**src/rtl/control_unit.sv**
```systemverilog
// Multi-cycle FETCH/DECODE/EXEC sequencer for the 8-bit core.
// Drives the external combinational ALU and commits its result and flags in EXEC.
module control_unit #(
    parameter int DATA_W = 8,
    parameter int ADDR_W = 8
) (
    input  logic              clk,
    input  logic              rst_n,
    input  logic              run,
    output logic [ADDR_W-1:0] pc_addr,
    output logic              rom_en,
    input  logic [15:0]       instr_in,
    output logic [DATA_W-1:0] alu_a,
    output logic [DATA_W-1:0] alu_b,
    output logic [3:0]        alu_op,
    output logic              alu_c_in,
    input  logic [DATA_W-1:0] alu_out,
    input  logic              alu_p,
    input  logic              alu_z,
    input  logic              alu_s,
    input  logic              alu_c,
    input  logic              alu_ov,
    output logic [DATA_W-1:0] acc_out,
    output logic [4:0]        flags_out,
    output logic              halted,
    output logic              busy
);

    typedef enum logic [2:0] {
        S_IDLE,
        S_FETCH,
        S_DECODE,
        S_EXEC,
        S_HALT
    } state_t;

    localparam logic [3:0] OP_ADD  = 4'd4;
    localparam logic [3:0] OP_SUB  = 4'd5;
    localparam logic [3:0] OP_ADDC = 4'd8;
    localparam logic [3:0] OP_SUBC = 4'd9;
    localparam logic [3:0] OP_MOV  = 4'd10;
    localparam logic [3:0] OP_JMP  = 4'd11;
    localparam logic [3:0] OP_JZ   = 4'd12;
    localparam logic [3:0] OP_JC   = 4'd13;
    localparam logic [3:0] OP_HALT = 4'd15;

    state_t            state_q, state_d;
    logic [ADDR_W-1:0] pc_q, pc_d;
    logic [15:0]       ir_q, ir_d;
    logic [DATA_W-1:0] acc_q, acc_d;
    logic [4:0]        flags_q, flags_d;
    logic [DATA_W-1:0] regs_q [4];
    logic [DATA_W-1:0] regs_d [4];

    logic [3:0] opcode;
    logic       is_alu;
    logic       is_arith;
    logic       unused_ir_bit;

    assign opcode        = ir_q[15:12];
    assign is_alu        = (opcode < OP_MOV);
    assign is_arith      = (opcode == OP_ADD) || (opcode == OP_SUB) ||
                           (opcode == OP_ADDC) || (opcode == OP_SUBC);
    assign unused_ir_bit = ir_q[10];

    always_ff @(posedge clk or negedge rst_n) begin
        if (!rst_n) begin
            state_q <= S_IDLE;
            pc_q    <= '0;
            ir_q    <= '0;
            acc_q   <= '0;
            flags_q <= '0;
            for (int i = 0; i < 4; i++) begin
                regs_q[i] <= '0;
            end
        end else begin
            state_q <= state_d;
            pc_q    <= pc_d;
            ir_q    <= ir_d;
            acc_q   <= acc_d;
            flags_q <= flags_d;
            regs_q  <= regs_d;
        end
    end

    // Flags are {OV, C, S, Z, P}; only EXEC writes architectural state,
    // and a taken branch simply overwrites the increment done in DECODE.
    always_comb begin
        state_d = state_q;
        pc_d    = pc_q;
        ir_d    = ir_q;
        acc_d   = acc_q;
        flags_d = flags_q;
        regs_d  = regs_q;
        rom_en  = 1'b0;

        case (state_q)
            S_IDLE: begin
                if (run) state_d = S_FETCH;
            end
            S_FETCH: begin
                rom_en  = 1'b1;
                state_d = S_DECODE;
            end
            S_DECODE: begin
                ir_d    = instr_in;
                pc_d    = pc_q + ADDR_W'(1);
                state_d = S_EXEC;
            end
            S_EXEC: begin
                if (is_alu) begin
                    acc_d        = alu_out;
                    flags_d[2:0] = {alu_s, alu_z, alu_p};
                    if (is_arith) flags_d[4:3] = {alu_ov, alu_c};
                end
                case (opcode)
                    OP_MOV: regs_d[ir_q[9:8]] = acc_q;
                    OP_JMP: pc_d = ADDR_W'(ir_q[7:0]);
                    OP_JZ:  if (flags_q[1]) pc_d = ADDR_W'(ir_q[7:0]);
                    OP_JC:  if (flags_q[3]) pc_d = ADDR_W'(ir_q[7:0]);
                    default: ;
                endcase
                if (opcode == OP_HALT) state_d = S_HALT;
                else if (run)          state_d = S_FETCH;
                else                   state_d = S_IDLE;
            end
            S_HALT:  state_d = S_HALT;
            default: state_d = S_IDLE;
        endcase
    end

    assign pc_addr   = pc_q;
    assign alu_a     = acc_q;
    assign alu_b     = ir_q[11] ? DATA_W'(ir_q[7:0]) : regs_q[ir_q[9:8]];
    assign alu_op    = is_alu ? opcode : 4'd0;
    assign alu_c_in  = flags_q[3];
    assign acc_out   = acc_q;
    assign flags_out = flags_q;
    assign halted    = (state_q == S_HALT);
    assign busy      = (state_q != S_IDLE) && (state_q != S_HALT);

endmodule

```
**config.mk**
```make
export PLATFORM = sky130hd
export DESIGN_NAME = control_unit
export DESIGN_NICKNAME = d
export VERILOG_FILES = /design/src/rtl/control_unit.sv
export SDC_FILE = /design/constraint.sdc
export NUM_CORES = 1
export LEC_CHECK = 0
export BUFFER_PORTS_ARGS = -buffer_cell sky130_fd_sc_hd__buf_2
export CORE_MARGIN = 4
export CORE_UTILIZATION = 45
export DETAILED_ROUTE_END_ITERATION = 16
export PLACE_DENSITY = 0.67
export REMOVE_ABC_BUFFERS = 1
export SLEW_MARGIN = 20
export SYNTH_ARGS = -nofsm -noshare
export SYNTH_HDL_FRONTEND = slang
export SYNTH_SLANG_ARGS = --single-unit
```
**constraint.sdc**
```tcl
create_clock -name clk -period 5.96 [get_ports clk]
set_clock_uncertainty 0.2 [all_clocks]
set_input_delay 0.596 -clock clk [delete_from_list [all_inputs] [get_ports clk]]
set_output_delay 0.596 -clock clk [all_outputs]
set_load 0.02 [all_outputs]
```
==> results.json <==
{
  "power_density_nw_per_um2": 593,
  "antenna_found_initial": 0,
  "antenna_left": 0,
  "hold_slack_ns": 0.246,
  "reg2reg_depth": 4,
  "fp-row-count": 31,
  "n_antenna_cell": 0,
  "arrival_ns": 2.17,
  "yosysWarnings": 0,
  "async_reset_ff_share_pct": 100,
  "ios": 77,
  "clk_latency_ns": 0.34,
  "worst_slew_pin_slew_ns": 0.892,
  "netlist_area_um2": 3430,
  "synth_cell_types": 39,
  "worst_path_largest_cell_delay_ns": 0.78,
  "required_ns": 5.16,
  "grt_pass1_wl_um": 11100,
  "leakagePower_nw": 1.93,
  "r2r-start": "state_q[0]",
  "setup_violations": 0,
  "crit_fanout": 13,
  "min-delay-path-class": "in -> async",
  "crit_type": "reg -> out",
  "nets": 355,
  "nFillCells": 642,
  "area_growth_syn_to_layout_pct": 18.1,
  "cts-buffers-inserted": 9,
  "drc": 0,
  "drtPass1Iterations": 4,
  "worst_path_max_delay_cell": "dfrtp_1",
  "grt_usage_pct": 16.2,
  "status": "finished clean",
  "h-tree-depth": 3,
  "avgSynthCellArea_um2": 13.5,
  "yosysSeqAreaShare_pct": 51.7,
  "grt_max_degree": 72,
  "drv_cap": 0,
  "viasPerCell": 5.25,
  "hpwl_um": 4640,
  "cts_buffer_depth": 2,
  "power_w": 0.00240,
  "reg2reg_to": "regs_q[16]",
  "max_freq_mhz": 337,
  "pre_cts_ws_ns": 3.31,
  "gp_congestion": 0.796,
  "wl_um": 6750,
  "fin_area_um2": 4060,
  "grt_pass1_vias": 2176,
  "cts.sinks": 71,
  "wl_per_cell_um": 15.8,
  "ys_ff_latch": 71,
  "cts_root_buffer": "clkbuf_8",
  "clk_pin_slew_ns": 0.08,
  "critPathLaunchType": "flip-flop",
  "hold_violations": 0,
  "via_count": 2235,
  "slew_viol_final": 0,
  "gr-total-overflow": 0,
  "cts.repair.resized": 0,
  "rsz0062_at_grt": "no",
  "postCtsSetupRepairBufs": 0,
  "synth_ff_type": "dfrtp_1",
  "finalCritPeriodShare_pct": 49.7,
  "drt_iter0_markers": 64,
  "io_buffers": 75,
  "core-area_um2": 7330,
  "cp-end-kind": "primary output",
  "start_util_pct": 46.9,
  "syn_inst": 254,
  "die_h_um": 95.4,
  "max_slew_margin_pct": 40.5,
  "layout_setup_ws_ns": 3.00,
  "period_minus_slack_ns": 2.96,
  "vdd_ir_drop_max_mv": 0.304,
  "cp_cell_sequence": "mux4_2, mux2_2, buf_2",
  "fin_tns_setup_ns": 0,
  "cts_tree": "built",
  "holdBufCountCts": 0,
  "drive_gt1_share_pct": 54.1,
  "dieArea_um2": 9090,
  "post_dp_cell_area_um2": 3830,
  "synth_edf_count": 0,
  "reg2reg_slack_ns": 3.37,
  "die_x_um": 95.4
}
==> sequential cells by signal, summed over array words and instances (netlist names) <==
name / cells
pc_addr: 8
ir_q: 15
flags_out: 5
regs_q: 32
state_q: 3
acc_out: 8
==> worst max path at each step <==
| stage | from | endpoint | slack, ns | cells past startpoint |
|---|---|---|---|---|
| 2_1_floorplan | ir_q[8] | alu_b[0] | 3.61 | 2 |
| 3_3_place_gp | ir_q[8] | alu_b[4] | 3.32 | 3 |
| 3_5_place_dp | ir_q[8] | alu_b[6] | 3.31 | 3 |
| 4_1_cts | ir_q[8] | alu_b[6] | 2.93 | 3 |
| 5_1_grt | ir_q[8] | alu_b[1] | 2.88 | 3 |
| 6_report | ir_q[8] | alu_b[6] | 3.00 | 3 |
==> layout by cell type (no fill, tap or decap), drive strengths merged, types with 2 or more instances in the layout <==
cell      count
inv           2
clkbuf        9
nand4         5
a211oi        3
clkinvlp      2
nand2b        5
o21ai         3
nand3         8
or2           2
dfrtp        71
clkinv        3
a2bb2oi       2
bufinv        2
nor2          8
nor3          2
buf          76
nand3b        4
mux4          8
a21o          2
nand2         7
nor2b         5
o22ai         2
nor3b         2
mux2i         7
and2          3
a21oi         6
mux2         69
==> routing by layer <==
| layer | track usage [%] | wire length [µm] | up-vias |
|---|---|---|---|
| met5 | 0 | 0 | - |
| met4 | 6.85 | 70 | 0 |
| met3 | 3.24 | 336 | 5 |
| met2 | 25.0 | 3270 | 54 |
| met1 | 22.2 | 3080 | 1121 |
| li1 | - | - | 1055 |
==> where the power goes <==
part	leakage [nW]	switching, W	internal, W	total [W]
clock network	0.105	0.000186	0.000236	0.000422
registers	0.896	0.000253	0.000687	0.000939
logic	0.929	0.000525	0.000518	0.00104
==> per-stage QoR <==
step           cells  util [%]
2_1_floorplan    235         -
3_3_place_gp     410      52.3
3_5_place_dp     410      52.3
4_1_cts          426      55.3
5_1_grt          426      55.3
6_report         426      55.3
==> synthesized netlist by cell type (4+ instances only) <==
cell type,n,area [µm²]
dfrtp_1,71,1780
mux2_2,69,777
buf_4,9,67.6
mux4_2,8,180
nand3_1,8,40.0
nor2_1,8,30.0
mux2i_1,7,70.1
nand2_1,7,26.3
a21oi_1,6,30.0
clkbuf_1,6,22.5
nand4_1,5,31.3
nor2b_1,5,31.3
nand2b_1,4,25.0
==> critical path: cells and delay by family, from the launching register on <==
| kind | cells | cell delay (ns) |
|---|---|---|
| flops | 1 | 0.78 |
| buf+inv | 1 | 0.16 |
| mux | 2 | 0.88 |
==> area by class of cell <==
cell class                      count  area [µm²]  area share [%]
Inverter                            2        7.51           0.185
Multi-Input combinational cell    162        1540            38.1
Tap cell                           99         124            3.05
Sequential cell                    71        1780            43.8
Clock inverter                      7        97.6            2.41
Clock buffer                        9         124            3.05
Timing Repair Buffer               76         383            9.44
==> kinds of logic after synthesis <==
logic type	count (synthesis)	synth area share, %
adders and majority gates	1	0.364
muxes	84	29.9
DFF	71	51.7
xor gates and xnor gates	1	0.255
buffers and inverters	21	3.39
AOI/OAI and AO/OA	22	4.41
and+or+nand+nor	54	9.95
Note: power is estimated with default switching activity, not from simulation.
